--- src/rtl/abc_stim_pkg.sv ---
// Shared types and helpers for the ABC gate-circuit stimulus sequencer.
package abc_stim_pkg;

  typedef enum logic [1:0] {
    IDLE   = 2'd0,
    WAIT   = 2'd1,
    SAMPLE = 2'd2,
    DONE   = 2'd3
  } state_e;

  localparam int VEC_COUNT = 8;
  localparam int RES_W     = 16;

  function automatic logic [2:0] to_gray(input logic [2:0] idx);
    return idx ^ (idx >> 1);
  endfunction

endpackage

--- src/rtl/abc_hold_timer.sv ---
// Settle-time counter: load clears to 0, enable counts up, tc_o flags HOLD_CYCLES-1.
module abc_hold_timer #(
  parameter int CNT_W       = 8,
  parameter int HOLD_CYCLES = 10
) (
  input  logic clk,
  input  logic rst_n,
  input  logic load_i,
  input  logic en_i,
  output logic tc_o
);

  localparam logic [CNT_W-1:0] TC_VAL = CNT_W'(HOLD_CYCLES - 1);

  logic [CNT_W-1:0] cnt_q;
  logic [CNT_W-1:0] cnt_d;

  always_comb begin
    cnt_d = cnt_q;
    if (load_i) begin
      cnt_d = '0;
    end else if (en_i) begin
      cnt_d = cnt_q + CNT_W'(1);
    end
  end

  always_ff @(posedge clk or negedge rst_n) begin
    if (!rst_n) begin
      cnt_q <= '0;
    end else begin
      cnt_q <= cnt_d;
    end
  end

  assign tc_o = (cnt_q == TC_VAL);

endmodule

--- src/rtl/abc_stimulus_gen.sv ---
// Sweeps all 8 {A,B,C} vectors (binary or Gray), holds each HOLD_CYCLES, then captures {D,E}.
// Optional ABC_SELFCHECK_EN compares captured outputs against D=(A&B)|~C, E=~C.
module abc_stimulus_gen
  import abc_stim_pkg::*;
#(
  parameter int HOLD_CYCLES = 10,
  parameter int CNT_W       = 8
) (
  input  logic             clk,
  input  logic             rst_n,
  input  logic             start,
  input  logic             gray_mode,
  output logic             A,
  output logic             B,
  output logic             C,
  input  logic             D,
  input  logic             E,
  output logic             busy,
  output logic             done,
  output logic [2:0]       vec_idx,
  output logic             sample_valid,
  output logic [RES_W-1:0] results,
  output logic             mismatch,
  output logic [3:0]       mismatch_count
);

  localparam logic [2:0] LAST_IDX = 3'(VEC_COUNT - 1);

  state_e           state_q;
  logic [2:0]       idx_q;
  logic [2:0]       idx_d;
  logic             gray_q;
  logic [2:0]       abc_q;
  logic             busy_q;
  logic             done_q;
  logic             sv_q;
  logic [RES_W-1:0] results_q;
  logic             tc;
  logic             accept;

  function automatic logic [2:0] vec_of(input logic [2:0] i, input logic g);
    return g ? to_gray(i) : i;
  endfunction

  assign accept = (state_q == IDLE) && start;
  assign idx_d  = idx_q + 3'd1;

  abc_hold_timer #(
    .CNT_W       (CNT_W),
    .HOLD_CYCLES (HOLD_CYCLES)
  ) u_timer (
    .clk    (clk),
    .rst_n  (rst_n),
    .load_i (accept || (state_q == SAMPLE)),
    .en_i   ((state_q == WAIT) && !tc),
    .tc_o   (tc)
  );

  always_ff @(posedge clk or negedge rst_n) begin
    if (!rst_n) begin
      state_q   <= IDLE;
      idx_q     <= '0;
      gray_q    <= 1'b0;
      abc_q     <= '0;
      busy_q    <= 1'b0;
      done_q    <= 1'b0;
      sv_q      <= 1'b0;
      results_q <= '0;
    end else begin
      done_q <= 1'b0;
      sv_q   <= 1'b0;
      case (state_q)
        IDLE: begin
          abc_q <= '0;
          if (start) begin
            results_q <= '0;
            idx_q     <= '0;
            gray_q    <= gray_mode;
            abc_q     <= vec_of(3'd0, gray_mode);
            busy_q    <= 1'b1;
            state_q   <= WAIT;
          end
        end
        WAIT: begin
          if (tc) begin
            sv_q    <= 1'b1;
            state_q <= SAMPLE;
          end
        end
        SAMPLE: begin
          results_q[{idx_q, 1'b0} +: 2] <= {D, E};
          if (idx_q == LAST_IDX) begin
            done_q  <= 1'b1;
            busy_q  <= 1'b0;
            state_q <= DONE;
          end else begin
            idx_q   <= idx_d;
            abc_q   <= vec_of(idx_d, gray_q);
            state_q <= WAIT;
          end
        end
        DONE: begin
          abc_q   <= '0;
          state_q <= IDLE;
        end
        default: state_q <= IDLE;
      endcase
    end
  end

  assign {A, B, C}    = abc_q;
  assign busy         = busy_q;
  assign done         = done_q;
  assign vec_idx      = idx_q;
  assign sample_valid = sv_q;
  assign results      = results_q;

`ifdef ABC_SELFCHECK_EN
  logic       mis_q;
  logic [3:0] mcnt_q;
  logic       err;

  // abc_q is the vector the circuit has been settling on, so it is the reference input.
  assign err = (D != ((abc_q[2] & abc_q[1]) | ~abc_q[0])) || (E != ~abc_q[0]);

  always_ff @(posedge clk or negedge rst_n) begin
    if (!rst_n) begin
      mis_q  <= 1'b0;
      mcnt_q <= '0;
    end else if (accept) begin
      mis_q  <= 1'b0;
      mcnt_q <= '0;
    end else if ((state_q == SAMPLE) && err) begin
      mis_q <= 1'b1;
      if (mcnt_q != 4'd15) begin
        mcnt_q <= mcnt_q + 4'd1;
      end
    end
  end

  assign mismatch       = mis_q;
  assign mismatch_count = mcnt_q;
`else
  assign mismatch       = 1'b0;
  assign mismatch_count = 4'd0;
`endif

endmodule

--- config.mk ---
export PLATFORM = sky130hd
export DESIGN_NAME = abc_stimulus_gen
export DESIGN_NICKNAME = d
export VERILOG_FILES = /design/src/rtl/abc_stim_pkg.sv /design/src/rtl/abc_hold_timer.sv /design/src/rtl/abc_stimulus_gen.sv
export SDC_FILE = /design/constraint.sdc
export NUM_CORES = 1
export LEC_CHECK = 0
export ABC_AREA = 1
export ABC_CLOCK_PERIOD_IN_PS = 2290
export CAP_MARGIN = 15
export CELL_PAD_IN_SITES_DETAIL_PLACEMENT = 1
export CELL_PAD_IN_SITES_GLOBAL_PLACEMENT = 1
export CORE_UTILIZATION = 39
export DETAILED_ROUTE_END_ITERATION = 10
export PLACE_DENSITY = 0.9
export SLEW_MARGIN = 20
export SYNTH_ARGS = -nofsm -noshare
export SYNTH_HDL_FRONTEND = slang
export SYNTH_HIERARCHICAL = 1
export SYNTH_SLANG_ARGS = --single-unit
export TNS_END_PERCENT = 5
--- constraint.sdc ---
create_clock -name clk -period 2.29 [get_ports clk]
set_input_delay 0.458 -clock clk [delete_from_list [all_inputs] [get_ports clk]]
set_output_delay 0.458 -clock clk [all_outputs]
set_load 0.01 [all_outputs]
==> results.md, run 1 <==
- The flow ran to the end, and the final reports show no timing, DRC or antenna violations.
- The final number of max-transition violations is 0.
- Dividing the synthesized area by the synthesized cell count gives 7.923 um^2.
- The pre-antenna-repair detailed-routing pass consisted of 4 iterations.
- The floorplan step defined a core boundary enclosing 0.005140 mm^2.
- The share of power burned in the clock network is 19.7%.
- The number of instances on the worst hold path is 2.
- Dividing the final minimum period by the clock period gives 89.02%.
- The via count of the first global-routing pass is 1812.
- The class of the most critical hold timing path is register to register.
- The share of synthesized registers carrying an async set or reset is 100.0%.
- The worst setup slack before clock tree synthesis is 223.4 ps.
- The detailed router's first-iteration violation count is 58.
- The power spent charging and discharging nets is 945.5 uW.
- 36 I/O pins were placed.
- At the pin with the least slew margin, the transition time is 512.9 ps.
- The number of nets with antenna violations after detailed routing is 0.
- Based on the critical path, the design can be clocked at up to 490.5 MHz.
- Of the cells placed in the final design, the portion with a size suffix greater than 1 is 7.383%.
- The cell sitting at the root of the clock tree is a sky130_fd_sc_hd__clkbuf_8.
- The worst path setup slack after routing is 251.5 ps.
- Subtracting the final worst setup slack from the clock period gives 2039 ps.
- The setup slack on the worst flop-to-flop path is 250 ps.
- The relative area change from synthesis to final layout is 19.61%.
- The launching element type of the critical path is a register.
- The total placed cells including tap cells is 361.
- The final worst hold slack is 501.6 ps.
- The floorplan step set the die width to 75.37 um.
- The maximum VDD drop is 500.8 uV.
- The first global-routing pass estimated 8542 um of wire.
- In this run the static leakage power is 1.252 nW.
- The Yosys step of the flow raised 6 warnings.
- The netlist uses 26 different library cells.
- The number of levels in the clock H-tree is 2.
- At the end of the flow the core is filled with cells to 48.86%.
- The antenna diode count is 0.
- The routed design has 5105 um of wire.
- Registers are responsible for 36.5% of the overall power.
- The endpoint of the worst hold path is results[3].
- In this run the worst path has a maximum fanout of 9.
- The final instance count without filler cells is 368.
- Across all layers, the routed design uses 1795 vias.
- Net switching is 43.78% of the power.
- The quantity of gates resized following cts is 0.
- For the final database, setup skew stands at 6.464 ps.
- The final hold violation count is 0.
- The internal portion of the total power is 1.214 mW.
- The post-route cell area is 0.002511 mm^2.
- In this run the deepest clock path goes through 2 buffers.
- Entering global routing, the biggest net connects 37 pins.
- TritonCTS created 5 clock buffers.
- The clock transition at the registers of the reported paths is 70 ps.
- Summing the sequential cell areas from Yosys gives 42.91% of the chip area.
- In the routed design, unresolved DRC markers number 0.
- The CTS tree is yes.
- The floorplan die area is 0.005681 mm^2.
- Setup violations remaining at the end of the flow were counted as 0.
- At the end of routability-driven placement, the weighted congestion stood at 0.7818.
- The count of hold-fix buffers inserted at cts is 0.
- The HPWL after detailed placement is 3869 um.
- The flip-flop cell with the highest count after synthesis is sky130_fd_sc_hd__dfrtp_1.
- After floorplanning, the core was divided into 26 placement rows.
- Measured in cells, the most critical reg-to-reg path has a length of 8.
- The start point of the worst min-delay path is results[3].
- In this run, synthesis inferred 0 flip-flops with an integrated enable.
- The detailed-route wire length per cell is 13.87 um.
- Max-cap violations in this run came to 0.
- The number of antenna violations at the first check in global routing is 0.
- The CTS sink count is 36.
- The worst endpoint required time is 2460 ps.
- The worst reg2reg path startpoint is vec_idx[0].
- Buffers added to address setup during post-CTS repair amount to 0.
- The critical path endpoint category is a register.
- The via count normalized by instance count is 4.878.
- The number of port buffers is 30.
- The critical path is of the register to register type.
- The combinational cell fraction of total power is 43.8%.
- After detailed placement, the total cell area comes to 0.002434 mm^2.
- The signal arrival time at the worst endpoint is 2210 ps.
- Measured against its own limit, the worst slew margin works out to 65.49%.
- The mapped netlist covers 0.002100 mm^2.
- The combined global-route utilization of all metal layers is 20.43%.
- Setup repair after global routing left no endpoint under its margin.
- Dividing total power by cell area gives a power density of 860.1 mW/mm^2.
- After layout, the design draws a total of 2.160 mW.
- The total of flip-flops plus latches after synthesis is 36.
- The setup TNS after final layout is 0 ps.
- The later-pin clock latency in the skew report is 290 ps.
- The reg-to-reg endpoint is results[15].
- The aggregate global routing overflow is 0.
- The height of the die is 75.37 um.
- Counting every instance in the synthesized netlist gives 265.
- The initial core utilization is 40.85%.
- The number of nets at the end of the flow is 317.
## power groups by stage
stage	combinational [mW]	clock (mW)	sequential [mW]
after global placement	0.897	0	0.790
after CTS	0.952	0.440	0.787
after floorplan	0.706	0	0.793
after global routing	1.07	0.461	0.798
final	0.946	0.426	0.789
after detailed placement	0.947	0	0.796
## layer usage
| metal | vias to the layer above | GRT usage, % | part of all wire, % |
|---|---|---|---|
| met3 | 9 | 4.101 | 2.7 |
| met1 | 852 | 26.05 | 47 |
| met2 | 30 | 34.42 | 49 |
| li1 | 904 | - | - |
| met4 | 0 | 7.613 | 1.8 |
| met5 | - | 0 | 0 |
## final cells by class
type	instances	area (um^2)
inverters	34	127.6
flip-flops and latches	36	900.9
repair buffers	32	315.3
well taps	70	87.58
multi-input cells	189	1002
fillers	663	2629
clock inverters	1	5.005
clock buffers	6	72.57
## critical path: stages (launching register included)
cell,delay [ps]
sky130_fd_sc_hd__dfrtp_1,530
sky130_fd_sc_hd__inv_2,160
sky130_fd_sc_hd__ha_1,250
sky130_fd_sc_hd__ha_1,360
sky130_fd_sc_hd__inv_1,170
sky130_fd_sc_hd__nand2_1,90
sky130_fd_sc_hd__nand3b_1,190
sky130_fd_sc_hd__nand3_1,110
sky130_fd_sc_hd__nand2_1,60
## Yosys cell counts, types with 4 or more instances
cell                        n  area, um^2
sky130_fd_sc_hd__nor2_1    25       93.84
sky130_fd_sc_hd__ha_1      13       162.7
sky130_fd_sc_hd__o21ai_1    9       45.04
sky130_fd_sc_hd__nand3b_1   6       45.04
sky130_fd_sc_hd__nand4_1    4       25.02
sky130_fd_sc_hd__dfrtp_1   36       900.9
sky130_fd_sc_hd__nand2_1   67       251.5
sky130_fd_sc_hd__nand3_1   39       195.2
sky130_fd_sc_hd__inv_1     29       108.9
sky130_fd_sc_hd__buf_4      6       45.04
sky130_fd_sc_hd__inv_2      4       15.01
## sequential cells by signal, indices dropped and copies added (netlist names)
name,flops
abc_q,3
busy,1
done,1
gray_q,1
results,16
sample_valid,1
state_q,2
u_timer/cnt_q,8
vec_idx,3
## worst max-delay path by stage
stage / cells after the start / to / from / slack, ps
3_5_place_dp: 11 / u_timer/cnt_q[6] / u_timer/cnt_q[1] / 220
5_1_grt: 8 / results[15] / vec_idx[0] / 60
3_3_place_gp: 9 / results[1] / vec_idx[0] / 340
6_report: 8 / results[15] / vec_idx[0] / 250
2_1_floorplan: 8 / results[10] / vec_idx[0] / 550
4_1_cts: 8 / results[15] / vec_idx[0] / 270
## layout by cell type, fill, tap and decap left out
cell and instances:
sky130_fd_sc_hd__ha_1 13, sky130_fd_sc_hd__nand3_1 39, sky130_fd_sc_hd__a211oi_1 1, sky130_fd_sc_hd__nand3b_1 6, sky130_fd_sc_hd__o21ai_0 3, sky130_fd_sc_hd__nor2_2 2
sky130_fd_sc_hd__conb_1 5, sky130_fd_sc_hd__o21ai_1 9, sky130_fd_sc_hd__clkdlybuf4s50_1 30, sky130_fd_sc_hd__o22ai_1 2, sky130_fd_sc_hd__clkinv_1 1, sky130_fd_sc_hd__a21oi_1 3
sky130_fd_sc_hd__xor2_1 1, sky130_fd_sc_hd__nor4_1 1, sky130_fd_sc_hd__nor2_1 25, sky130_fd_sc_hd__clkbuf_8 5, sky130_fd_sc_hd__inv_2 4, sky130_fd_sc_hd__nand2_4 3
sky130_fd_sc_hd__dfrtp_1 36, sky130_fd_sc_hd__nand2_1 67, sky130_fd_sc_hd__nand4_1 4, sky130_fd_sc_hd__clkinv_2 1, sky130_fd_sc_hd__nand3_2 2, sky130_fd_sc_hd__clkbuf_1 1
sky130_fd_sc_hd__inv_1 29, sky130_fd_sc_hd__nor2_4 2, sky130_fd_sc_hd__mux2_2 1, sky130_fd_sc_hd__buf_4 2
## cell families after synthesis
logic type	after synthesis	share of synthesized area (%)
compound gates	18	4.529
mux	1	0.5363
other cells	1	0.1786
fa+ha+maj	13	7.748
xor+xnor	1	0.4172
buf+inv	44	10.07
flops	36	42.91
simple gates	151	33.61
No activity file was read; power rests on OpenSTA's default activity.
==> run 2, diff against run 1 <==
--- a/config.mk
+++ b/config.mk
@@ -6,13 +6,13 @@
 export NUM_CORES = 1
 export LEC_CHECK = 0
 export ABC_AREA = 1
-export ABC_CLOCK_PERIOD_IN_PS = 2290
+export ABC_CLOCK_PERIOD_IN_PS = 2520
 export CAP_MARGIN = 15
 export CELL_PAD_IN_SITES_DETAIL_PLACEMENT = 1
 export CELL_PAD_IN_SITES_GLOBAL_PLACEMENT = 1
-export CORE_UTILIZATION = 39
+export CORE_UTILIZATION = 42
 export DETAILED_ROUTE_END_ITERATION = 10
-export PLACE_DENSITY = 0.9
+export PLACE_DENSITY = 0.95
 export SLEW_MARGIN = 20
 export SYNTH_ARGS = -nofsm -noshare
 export SYNTH_HDL_FRONTEND = slang
==> constraint.sdc (replaced) <==
create_clock -name clk -period 2.52 [get_ports clk]
set_input_delay 0.504 -clock clk [delete_from_list [all_inputs] [get_ports clk]]
set_output_delay 0.504 -clock clk [all_outputs]
set_load 0.01 [all_outputs]
==> run 2 against run 1 <==
  * Power shrank 7.2%
  * Core utilization grew 4.0 points
  * Die area shrank 7.0%
  * Critical path depth up 3
  * Sequential cell count did not move
==> results.md, run 2 (same netlist as run 1, synthesis figures left out) <==
- The H-tree was split into 2 levels.
- The maximum VDD drop is 453.3 uV.
- The run finished with clean final reports.
- The count of endpoints failing setup in the final report is 0.
- The final hold violation count was 0.
- In the final design database the tool counted 316 nets.
- The height of the die is 72.70 um.
- Dividing the detail-routed wire length by the instance count gives 14.16 um.
- The final route contains 1856 vias.
- In this run the clock root is driven by a sky130_fd_sc_hd__clkbuf_8.
- From synthesis to final layout, the design area changed by 19.79%.
- The total overflow left after global routing is 0.
- The global-route wire length before repair is 8838 um.
- The CTS tree is yes.
- In this run, the combinational gates consume 42.9% of the power.
- The number of flip-flops in the largest register is 16.
- In the global route stage, met3 resource usage came out at 4.696%.
- The number of clock buffers inserted by TritonCTS is 5.
- Hold repair after CTS inserted 0 buffers.
- The number of design rule violations left after detail routing is 0.
- The half-perimeter wire length after detailed placement is 3845 um.
- Data on the critical path is required at its endpoint by 2710 ps.
- Row generation in the floorplan step produced 25 rows.
- The worst setup path startpoint is u_timer/cnt_q[1].
- For this run, the detailed router's first-pass iteration total came to 4.
- The critical path is of the register to register type.
- The number of max-cap violations is 0.
- The count of pins on the block boundary is 36.
- The maximum number of pins on one net before global-route repair is 37.
- The start point of the worst min-delay path is results[6].
- The final number of max-transition violations is 0.
- After clock tree synthesis, the repair step resized 0 gates.
- The setup TNS after final layout is 0 ps.
- The final worst hold slack is 502.0 ps.
- The combined global-route utilization of all metal layers is 21.98%.
- The clock transition at the registers of the reported paths is 70 ps.
- The later-pin clock latency in the skew report is 300 ps.
- STA classifies the critical path startpoint as a register.
- The detailed router's first-iteration violation count is 112.
- The cell-internal power is 1.126 mW.
- The post-route clock period utilization is 82.42%.
- The worst register-to-register path begins at u_timer/cnt_q[1].
- Summing all placed instances gives a cell area of 0.002422 mm^2.
- The number of antenna violations at the first check in global routing came to 0.
- The routed design could run at a clock period as short as 2077 ps.
- Of all nets on the critical path, the largest fanout is 5.
- Using the TritonRoute via totals, the vias-per-cell ratio works out to 5.085.
- The power density relative to cell area is 796.8 mW/mm^2.
- Timing would allow up to 481.5 MHz.
- The largest buffer count on any clock path is 2.
- The met1 track utilization from global routing is 29.16%.
- STA puts the critical path data arrival time at 2260 ps.
- Port buffering added 30 buffers.
- Once the floorplan was initialized, standard cells occupied 44.16% of the core.
- In this run the power spent charging and discharging nets is 878.3 uW.
- The count of nets left with antenna violations once routing finished came out at 0.
- The library cell used most frequently in the layout, excluding fill and tap cells, is sky130_fd_sc_hd__nand2_1.
- The die covers 0.005285 mm^2.
- STA classifies the critical path endpoint as a register.
- The setup fix buffers added after clock tree synthesis is 0.
- For this design, the sink count on the clock tree is 36.
- The global routing stage identified its most utilized layer as met2.
- The weighted congestion reported at the end of routability-driven placement is 0.9018.
- The via count of the first global-routing pass is 1911.
- The class of the most critical hold timing path is register to register.
- The library cells used most frequently in the layout, excluding fill and tap cells, are 67 x sky130_fd_sc_hd__nand2_1, 39 x sky130_fd_sc_hd__nand3_1, 36 x sky130_fd_sc_hd__dfrtp_1, 30 x sky130_fd_sc_hd__clkdlybuf4s50_1, 29 x sky130_fd_sc_hd__inv_1.
- In this run the standard cell core region covers 0.004755 mm^2.
- Per report_power, the sequential group accounts for 35.5% of the total.
- The worst register-to-register path has a setup slack of 440 ps.
- In this run the horizontal extent of the chip is 72.70 um.
- The post-route cell area is 0.002515 mm^2.
- The repair_antennas step left the layout with diodes totalling 0.
- The share of total power consumed by net switching is 43.83%.
- The proportion of layout cells with a drive suffix above 1 is 7.718%.
- In the global route stage, met2 resource usage came out at 35.10%.
- The total leakage power is 1.257 nW.
- The overall routed net length is 5169 um.
- The clock network is responsible for 21.6% of the overall power.
- The tightest slew margin relative to the limit is 61.87%.
- On the final layout, the worst clock skew is 3.458 ps.
- At the pin with the least slew margin, the transition time is 566.7 ps.
- Setup repair after global routing left no endpoint under its margin.
run 2: power groups by stage:
stage	clock network (mW)	registers [mW]	logic, mW
floorplan	0	0.721	0.641
global placement	0	0.719	0.809
detailed placement	0	0.722	0.849
CTS	0.441	0.711	0.861
global route	0.468	0.722	0.951
finish	0.434	0.711	0.859
run 2: critical path, stage by stage, from the launching register on:
cell and delay [ps]:
sky130_fd_sc_hd__dfrtp_1 400, sky130_fd_sc_hd__inv_1 80, sky130_fd_sc_hd__ha_1 140, sky130_fd_sc_hd__nand4_1 90
sky130_fd_sc_hd__nor4_1 450, sky130_fd_sc_hd__nor2_1 230, sky130_fd_sc_hd__nor2_2 200, sky130_fd_sc_hd__inv_1 100
sky130_fd_sc_hd__nand4_1 120, sky130_fd_sc_hd__nand2_1 70, sky130_fd_sc_hd__nand2_1 60, sky130_fd_sc_hd__nor2_1 40
run 2: worst paths after layout:
path,end,cells after the start
setup / recovery,u_timer/cnt_q[6],11
hold / removal,results[6],2
setup reg to reg,u_timer/cnt_q[6],11
hold reg to reg,results[6],2
max in group asynchronous,results[15],2
min in group asynchronous,done,2
run 2: stage by stage:
step                      instances  power, mW  utilization (%)  setup WS [ps]
final                           365      2.004            52.89          443.0
after global routing            365      2.142            52.89          288.8
after CTS                       365      2.014            52.89          476.1
after floorplan                 269      1.362                -          779.5
after global placement          357      1.528            50.95          605.1
after detailed placement        357      1.571            50.95          495.0
run 2: area by class of cell:
class,instances,area (um^2)
fill,612,2240
multi-input combinational,189,1002
sequential,36,900.9
timing repair buffer,31,307.8
inverter,34,127.6
tap,67,83.83
clock buffer,6,82.58
clock inverter,2,10.01
run 2: routing by layer:
metal  share of wire, %  wire [um]
met3                3.7        193
met4                2.5        131
met1                 47       2421
met2                 47       2423
met5                  0          0
==> run 3, diff against run 2 <==
--- a/config.mk
+++ b/config.mk
@@ -6,13 +6,13 @@
 export NUM_CORES = 1
 export LEC_CHECK = 0
 export ABC_AREA = 1
-export ABC_CLOCK_PERIOD_IN_PS = 2520
+export ABC_CLOCK_PERIOD_IN_PS = 1800
 export CAP_MARGIN = 15
 export CELL_PAD_IN_SITES_DETAIL_PLACEMENT = 1
 export CELL_PAD_IN_SITES_GLOBAL_PLACEMENT = 1
-export CORE_UTILIZATION = 42
+export CORE_UTILIZATION = 35
 export DETAILED_ROUTE_END_ITERATION = 10
-export PLACE_DENSITY = 0.95
+export PLACE_DENSITY = 0.86
 export SLEW_MARGIN = 20
 export SYNTH_ARGS = -nofsm -noshare
 export SYNTH_HDL_FRONTEND = slang
==> constraint.sdc (replaced) <==
create_clock -name clk -period 1.8 [get_ports clk]
set_input_delay 0.36 -clock clk [delete_from_list [all_inputs] [get_ports clk]]
set_output_delay 0.36 -clock clk [all_outputs]
set_load 0.01 [all_outputs]
==> run 3 against run 2 <==
  * Power grew 48%
  * Die area grew 19%
  * Design area grew 5.6%
  * Critical endpoint unchanged
  * Largest cell class unchanged
==> results.md, run 3 (same netlist as run 1, synthesis figures left out) <==
- The run finished with clean final reports.
- The first-pass iteration count of the detailed router is 4.
- The final number of max-transition violations is 0.
- Summing all non-filler instances in the final layout gives an area of 0.002655 mm^2.
- The maximum VDD drop is 437.1 uV.
- The relative area change from synthesis to final layout is 26.46%.
- STA classifies the critical path endpoint as a register.
- STA puts the critical path data arrival time at 1960 ps.
- The floorplan has 27 rows.
- At the end of the flow the core is filled with cells to 47.06%.
- After clock tree synthesis, the clock-pin slew on the worst setup and hold paths is 80 ps.
- At the worst endpoint, the required time is 1990 ps.
- The detail route stage leaves a number of antenna-violating nets equal to 0.
- The final worst hold slack is 482.6 ps.
- The post-route clock period utilization is 98.03%.
- The setup TNS after final layout is 0 ps.
- The library cell used most frequently in the layout, excluding fill and tap cells, is sky130_fd_sc_hd__nand2_1.
- Summed over all cells, the static leakage comes to 1.344 nW.
- In the post-route analysis, the smallest setup slack over all paths is 35.53 ps.
- The number of clock buffers inserted by TritonCTS is 5.
- Setup violations remaining at the end of the flow were counted as 0.
- The maximum number of pins on one net before global-route repair is 37.
- The number of antenna violations at the first check in global routing is 0.
- The detailed router finished its first iteration with 88 violations.
- The number of vias in the routed layout is 1911.
- The height of the die is 79.45 um.
- Of the cells placed in the final design, the portion with a size suffix greater than 1 is 14.15%.
- The via count of the first global-routing pass is 1988.
- The kind of critical path is register to register.
- In this run the worst path has a maximum fanout of 3.
- The largest buffer count on any clock path is 2.
- The global-route wire length before repair is 9397 um.
- The worst-case clock skew is 9.493 ps.
- Counting I/O delays and the setup requirement, the final critical path takes 1764 ps.
- The count of pins on the block boundary is 36.
- For this run, the top clock speed supported by timing is 566.7 MHz.
- The power density relative to cell area is 1120 mW/mm^2.
- The total placed cells including tap cells is 371.
- TritonCTS built the clock tree.
- Across the run, the number of max-cap violations was 0.
- The class of the most critical hold timing path is input pin to async pin.
- Clock latency on the worst-skew pair, taken at its later pin, is 290 ps.
- The CTS sink count is 36.
- Setup repair after global routing could not meet its margin everywhere.
- The number of flip-flops in the largest register is 16.
- The H-tree was split into 2 levels.
- The initial utilization of the core area, before any placement, comes to 37.21%.
- The number of nets at the end of the flow is 329.
- The detailed-route wire length per cell is 13.94 um.
- The combined global-route utilization of all metal layers is 19.08%.
- Port buffering added 30 buffers.
- The launching element type of the critical path is a register.
- The final hold violation count is 0.
- Summing all placed instances gives a cell area of 0.002496 mm^2.
- CTS placed an instance of sky130_fd_sc_hd__clkbuf_8 at the clock tree root.
- The overall routed net length is 5340 um.
- At the end of routability-driven placement, the weighted congestion stood at 0.7951.
- The aggregate global routing overflow is 0.
- In the routed design, unresolved DRC markers number 0.
- The final instance count without filler cells is 383.
- The worst setup slack before clock tree synthesis is -19.33 ps.
- The antenna diode count is 0.
- In the layout the commonest cells are 67 x sky130_fd_sc_hd__nand2_1, 38 x sky130_fd_sc_hd__nand3_1, 36 x sky130_fd_sc_hd__dfrtp_1, 29 x sky130_fd_sc_hd__clkdlybuf4s50_1, 26 x sky130_fd_sc_hd__inv_1.
- The total design power is 2.973 mW.
- The core box area is 0.005642 mm^2.
- The floorplan die area is 0.006312 mm^2.
- Dividing the detail-routed via count by the number of cells gives 4.990.
- Detailed placement ended at an HPWL of 3880 um.
- The floorplan die width is 79.45 um.
run 3: metal layers:
layer	up-vias	part of all wire [%]	global-route usage (%)
li1	927	-	-
met1	942	45	23.57
met2	33	49	32.56
met3	9	3.5	4.571
met4	0	1.6	6.000
met5	-	0	0
run 3: path summary, 6_finish.rpt:
kind	to	cells past startpoint	slack, ps	start
min in group clk	results[0]	2	500	results[0]
max	u_timer/cnt_q[6]	12	40	u_timer/cnt_q[1]
min reg2reg	results[0]	2	500	results[0]
min	sample_valid	2	480	rst_n
max in group asynchronous	results[10]	2	980	rst_n
max reg2reg	u_timer/cnt_q[6]	12	40	u_timer/cnt_q[1]
run 3: layout make-up:
class	instances	area, um^2
Timing Repair Buffer	44	407.9
Sequential cell	36	900.9
Clock inverter	2	10.01
Clock buffer	6	82.58
Multi-Input combinational cell	189	1036
Inverter	34	127.6
Fill cell	674	2987
Tap cell	72	90.09
run 3: where the power goes:
part | switching (mW) | total, mW | internal [mW] | leakage [nW]
registers | 0.0806 | 0.985 | 0.905 | 0.490
logic | 0.900 | 1.38 | 0.483 | 0.803
clock network | 0.299 | 0.604 | 0.306 | 0.0510
total | 1.28 | 2.97 | 1.69 | 1.34
run 3: critical path: stages (launching register included):
cell and delay [ps]:
sky130_fd_sc_hd__dfrtp_1 400, sky130_fd_sc_hd__inv_2 90, sky130_fd_sc_hd__ha_4 120, sky130_fd_sc_hd__nand4_1 80
sky130_fd_sc_hd__nor4_2 200, sky130_fd_sc_hd__buf_4 170, sky130_fd_sc_hd__nor2_2 50, sky130_fd_sc_hd__nor2_4 140
sky130_fd_sc_hd__inv_2 70, sky130_fd_sc_hd__nand4_1 110, sky130_fd_sc_hd__nand2_1 100, sky130_fd_sc_hd__nand2_1 70
sky130_fd_sc_hd__nor2_1 40
run 3: what timing repair did:
| item | CTS | global route |
|---|---|---|
| hold buffers | 0 | 0 |
| pin swaps | 3 | 1 |
| endpoints found under the setup margin | 2 | 27 |
| gates cloned | 0 | 0 |
| resized for setup | 8 | 3 |
| buffers inserted | 3 | 1 |
